### config.mk
export PLATFORM = sky130hd
export DESIGN_NAME = gold_corr_sync
export DESIGN_NICKNAME = d
export VERILOG_FILES = /design/src/rtl/gold_pkg.sv /design/src/rtl/gold_popcount.sv /design/src/rtl/gold_corr_sync.sv
export SDC_FILE = /design/constraint.sdc
export NUM_CORES = 1
export LEC_CHECK = 0
export ABC_AREA = 1
export BUFFER_PORTS_ARGS = -buffer_cell sky130_fd_sc_hd__buf_4
export CAP_MARGIN = 5
export CORE_MARGIN = 2
export CORE_UTILIZATION = 35
export DETAILED_ROUTE_END_ITERATION = 8
export GPL_TIMING_DRIVEN = 0
export MAX_ROUTING_LAYER = met4
export PLACE_DENSITY_LB_ADDON = 0.05
export SLEW_MARGIN = 10
export SYNTH_ARGS = -nofsm -noshare
export SYNTH_HDL_FRONTEND = slang
export SYNTH_SLANG_ARGS = --single-unit
### constraint.sdc
create_clock -name clkin -period 9.7 [get_ports clkin]
set_input_delay 1.455 -clock clkin [delete_from_list [all_inputs] [get_ports clkin]]
set_output_delay 1.455 -clock clkin [all_outputs]
set_load 0.05 [all_outputs]
### src/rtl/gold_pkg.sv
// gold_pkg: shared constants, sync FSM state type and the reference Gold sequence.
package gold_pkg;
  localparam int LENGTH = 63;
  localparam int POLY_LEN = $clog2(LENGTH);
  localparam int CORR_W = $clog2(LENGTH + 1);
  typedef enum logic {SEARCH, LOCK} sync_state_t;
  // Preferred pair x^6+x+1 and x^6+x^5+x^2+x+1, both seeded all-ones; chip 0 ends up in the MSB.
  function automatic logic [LENGTH-1:0] gold_seq();
    logic [POLY_LEN-1:0] a;
    logic [POLY_LEN-1:0] b;
    logic [LENGTH-1:0] s;
    a = '1;
    b = '1;
    s = '0;
    for (int i = 0; i < LENGTH; i++) begin
      s = {s[LENGTH-2:0], a[0] ^ b[0]};
      a = {a[0] ^ a[1], a[POLY_LEN-1:1]};
      b = {b[0] ^ b[1] ^ b[2] ^ b[5], b[POLY_LEN-1:1]};
    end
    return s;
  endfunction
  localparam logic [LENGTH-1:0] GOLD_REF = gold_seq();
endpackage

### src/rtl/gold_popcount.sv
// gold_popcount: population count of an N-bit vector as a recursive adder tree.
module gold_popcount
  import gold_pkg::*;
#(
  parameter int N = LENGTH,
  parameter int W = CORR_W
) (
  input  logic [N-1:0] i_vec,
  output logic [W-1:0] o_cnt
);
  if (N == 1) begin : g_leaf
    assign o_cnt = W'(i_vec);
  end else begin : g_node
    localparam int H = N / 2;
    logic [W-1:0] w_lo;
    logic [W-1:0] w_hi;
    gold_popcount #(.N(H), .W(W)) u_lo (.i_vec(i_vec[H-1:0]), .o_cnt(w_lo));
    gold_popcount #(.N(N - H), .W(W)) u_hi (.i_vec(i_vec[N-1:H]), .o_cnt(w_hi));
    assign o_cnt = w_lo + w_hi;
  end
endmodule

### src/rtl/gold_corr_sync.sv
// gold_corr_sync: sliding-window Gold-code correlator with SEARCH/LOCK phase tracking.
// Define GOLD_BIT_ERR_CNT_EN to build the saturating in-lock chip error counter.
module gold_corr_sync
  import gold_pkg::*;
#(
  parameter int THRESH = 57,
  parameter int MISS_MAX = 2,
  parameter logic [LENGTH-1:0] REF_SEQ = GOLD_REF
) (
  input  logic                clkin,
  input  logic                rstn,
  input  logic                chip_en,
  input  logic                code_gold,
  output logic                sync_lock,
  output logic                peak,
  output logic [CORR_W-1:0]   corr,
  output logic [POLY_LEN-1:0] phase,
  output logic [15:0]         bit_err_cnt
);
  localparam int MW = $clog2(MISS_MAX + 1);
  logic [LENGTH-1:0] r_shreg;
  logic [CORR_W-1:0] r_fill;
  logic [MW-1:0] r_miss;
  sync_state_t r_state;
  logic [LENGTH-1:0] w_shreg_nx;
  logic [CORR_W-1:0] w_mis;
  logic [CORR_W-1:0] w_agree;
  logic [POLY_LEN-1:0] w_phase_inc;
  logic w_full;
  logic w_hit;
  logic w_bound;
  sync_state_t w_state_nx;
  logic [MW-1:0] w_miss_nx;
  logic [POLY_LEN-1:0] w_phase_nx;
  logic w_peak_nx;
  assign w_shreg_nx = {r_shreg[LENGTH-2:0], code_gold};
  gold_popcount u_pop (.i_vec(w_shreg_nx ^ REF_SEQ), .o_cnt(w_mis));
  assign w_agree = CORR_W'(LENGTH) - w_mis;
  assign w_full = chip_en && (r_fill >= CORR_W'(LENGTH - 1));
  assign w_hit = w_full && (w_agree >= CORR_W'(THRESH));
  assign w_phase_inc = (phase == POLY_LEN'(LENGTH - 1)) ? '0 : phase + 1'b1;
  assign w_bound = (w_phase_inc == POLY_LEN'(LENGTH - 1));
  always_comb begin
    w_state_nx = r_state;
    w_miss_nx = r_miss;
    w_phase_nx = phase;
    w_peak_nx = 1'b0;
    if (chip_en && r_state == SEARCH && w_hit) begin
      w_state_nx = LOCK;
      w_miss_nx = '0;
      w_phase_nx = POLY_LEN'(LENGTH - 1);
      w_peak_nx = 1'b1;
    end else if (chip_en && r_state == LOCK) begin
      w_phase_nx = w_phase_inc;
      // Only the period boundary is judged; peaks at other offsets are false alignments.
      if (w_bound && w_hit) begin
        w_peak_nx = 1'b1;
        w_miss_nx = '0;
      end else if (w_bound && r_miss == MW'(MISS_MAX - 1)) begin
        w_state_nx = SEARCH;
        w_miss_nx = '0;
        w_phase_nx = '0;
      end else if (w_bound) begin
        w_miss_nx = r_miss + 1'b1;
      end
    end
  end
  always_ff @(posedge clkin or negedge rstn) begin
    if (!rstn) begin
      r_shreg <= '0;
      r_fill <= '0;
      r_miss <= '0;
      r_state <= SEARCH;
      sync_lock <= 1'b0;
      peak <= 1'b0;
      corr <= '0;
      phase <= '0;
    end else begin
      r_state <= w_state_nx;
      r_miss <= w_miss_nx;
      phase <= w_phase_nx;
      peak <= w_peak_nx;
      sync_lock <= (w_state_nx == LOCK);
      if (chip_en) r_shreg <= w_shreg_nx;
      if (chip_en && r_fill != CORR_W'(LENGTH)) r_fill <= r_fill + 1'b1;
      if (w_full) corr <= w_agree;
    end
  end
`ifdef GOLD_BIT_ERR_CNT_EN
  logic [15:0] r_err;
  logic [POLY_LEN-1:0] w_idx;
  logic w_err;
  assign w_idx = POLY_LEN'(LENGTH - 1) - w_phase_inc;
  assign w_err = chip_en && (r_state == LOCK) && (code_gold != REF_SEQ[w_idx]);
  always_ff @(posedge clkin or negedge rstn) begin
    if (!rstn) r_err <= '0;
    else if (w_err && r_err != 16'hFFFF) r_err <= r_err + 1'b1;
  end
  assign bit_err_cnt = r_err;
`else
  assign bit_err_cnt = '0;
`endif
endmodule

==> reports/qor.csv <==
metric;value;unit
antenna violations before repair;0;
Final Cell Area;6930;µm²
post-DR vias/cell;4.380;
relative slew slack;52.50;%
Yosys cell types;32;
met1 Use GR;22.01;%
CTS tree;built;
routability-driven placement congestion ratio;0.7882;
Syn. warnings;0;
Root Driver;clkbuf_16;
Setup Buffers After CTS;0;
TritonCTS buffer count;9;
worst-path fanout max;7;
mux share of post-synthesis cell area;0;%
Critical Path Sink Type;flop;
worst skew pair latency;0.35;ns
crit path kind;in -> reg;
final slew viol count;0;
commonest cells after routing, fill and taps aside;147 x inv_1, 128 x nand2_1, 84 x dfrtp_1, 73 x ha_1, 52 x fa_1;
Layout fillers;1764;
grt total ovfl;0;
post-cts resize count;0;
I/O Buffers;17;
register area share after synthesis;34.48;%
Cells after Synth;656;
pin count of the biggest net entering global routing;85;
# setup viols final;0;
Worst Hold Class;reg -> reg;
GR Util All Layers;15.70;%
first-pass GRT wire length;21180;µm
post-synthesis compound-gate area fraction;6.034;%
DRT Pass-1 Iters;4;
DR WL/cell;13.77;µm
Area Growth Syn to Fin;13.69;%
chip height;136.0;µm
largest family of logic cells by synthesized area;adder cells;
fin nets;829;
synthesized area;6096;µm²
vias in the first global route;4025;
met2 global-route usage;23.51;%
MaxCap Viol Count;0;
#FFs+latches synth;84;
startpoint types;primary input;
RSZ-0062 raised after global routing;false;
DP HPWL;10160;µm
Die Area;18490;µm²
DRT iter0 DRCs;195;
Ports;34;
Max Buffers Root-to-Sink;2;
final worst path period need;6.810;ns
commonest non-fill, non-tap cell in the layout;inv_1;
DRT antenna net count;0;
Hold Buf Count CTS;0;
status;finished clean;
adder-cell share of the synthesized area;32.06;%
met3 usage;2.722;%
Worst Max-Slew Pin Slew;0.7125;ns
Final period util;70.21;%
placed inst area;6561;µm²
mean post-synth cell area;9.292;µm²
Final Skew;0.004785;ns
via count;4073;
Setup TNS;0;ns
final WL;12810;µm
Fmax;146.8;MHz
Top FF cell, synth;dfrtp_1;
# diodes;0;
EDFF count, synth;0;
Die W;136.0;µm
Util after Layout;40.35;%
count of clock tree sinks;84;
CP Data Arrival Time;7.05;ns
cell row count;48;
H-tree lvl count;3;
Initial Utilization;35.49;%
Cell Count Post-Placement;913;
final number of hold-violating endpoints;0;
layout cells sized above 1;10.78;%
clock slew at reported path FFs;0.06;ns
Core Area;17180;µm²
Synth async-reset ratio;100.0;%
drt drc;0;
CP required;9.94;ns
xor and xnor area share after synthesis;1.006;%
gr busiest metal;met2;
filler-free cell count of the finished design;930;
Simple-Gate Fraction of Synth Area;13.85;%
## cell usage after synthesis, types with 2 or more instances
| library cell | instances | area (µm²) |
|---|---|---|
| nand3_4 | 2 | 35.03 |
| nand3_2 | 3 | 30.03 |
| buf_4 | 17 | 127.6 |
| nor2_2 | 3 | 18.77 |
| buf_1 | 4 | 15.01 |
| xnor2_1 | 5 | 43.79 |
| a21oi_2 | 2 | 17.52 |
| o21ai_0 | 50 | 250.2 |
| nand3_1 | 18 | 90.09 |
| xor2_1 | 2 | 17.52 |
| ha_1 | 73 | 913.4 |
| clkbuf_1 | 8 | 30.03 |
| nand2_1 | 128 | 480.5 |
| nor2_1 | 15 | 56.30 |
| a21oi_1 | 4 | 20.02 |
| dfrtp_1 | 84 | 2102 |
| o21ai_1 | 13 | 65.06 |
| nand4_1 | 5 | 31.28 |
| inv_2 | 5 | 18.77 |
| buf_2 | 2 | 10.01 |
| nand2_2 | 2 | 12.51 |
| fa_1 | 52 | 1041 |
| nor2_4 | 4 | 45.04 |
| inv_1 | 147 | 551.8 |
## path summary, 6_finish.rpt
| kind | startpoint | endpoint | slack [ns] | cells past startpoint |
|---|---|---|---|---|
| worst max-delay path | code_gold | r_miss[1] | 2.89 | 25 |
| worst min-delay path | r_miss[0] | r_miss[0] | 0.48 | 2 |
| worst max register to register | r_shreg[28] | r_miss[1] | 3.26 | 25 |
| worst min register to register | r_miss[0] | r_miss[0] | 0.48 | 2 |
| max in group asynchronous | rstn | phase[5] | 8.08 | 2 |
| min in group asynchronous | rstn | r_shreg[51] | 1.00 | 1 |
## registers in the layout (all words and copies together) (netlist names)
| signal | count |
|---|---|
| r_miss | 2 |
| phase | 6 |
| r_shreg | 62 |
| r_fill | 6 |
| r_state | 1 |
| peak | 1 |
| corr | 6 |
## per-stage QoR
stage                     hold slack (ns)  setup WS (ns)
after floorplan                    0.4419          2.940
after global placement             0.4605          2.505
after detailed placement           0.4674          2.494
after CTS                          0.4815          2.871
after global routing               0.5002          2.570
final                              0.4793          2.890
## layout make-up
cell class                 count  area, µm²  area share [%]
sequential                    84       2102           30.33
inverter                     153      579.3           8.359
clock buffer                  10      229.0           3.304
timing repair buffer          18      155.1           2.239
clock inverter                 6      112.6           1.625
multi-input combinational    403       3288           47.45
tap                          225      281.5           4.062
buffer                        31      182.7           2.636
## logic make-up after synthesis
group / Yosys count
adders and majority gates: 125
AOI/OAI and AO/OA: 71
DFF: 84
buffers and inverters: 184
xor gates and xnor gates: 7
other: 1
and+or+nand+nor: 184
## worst max-delay path, cell delays in order
cell,delay (ns)
buf_4,0.12
fa_1,0.40
inv_1,0.07
ha_1,0.23
fa_1,0.38
ha_1,0.30
inv_1,0.05
fa_1,0.48
fa_1,0.54
inv_1,0.05
fa_1,0.49
inv_1,0.05
fa_1,0.47
inv_1,0.04
ha_1,0.29
ha_1,0.23
fa_1,0.38
xor2_1,0.21
o31ai_1,0.13
nor2_4,0.20
nand3_4,0.15
nor2_4,0.16
nor2_2,0.05
nand2_1,0.05
nand2_1,0.05
## metal layers
layer / up-vias / share of wire (%)
met5: - / 0
met4: 0 / 1.2
met3: 13 / 4.0
met2: 57 / 44
met1: 1954 / 51
li1: 2049 / -
Power is left out: the tool's default activity adds up to more than one toggle a clock period on the data nets, which glitch-free logic cannot reach.
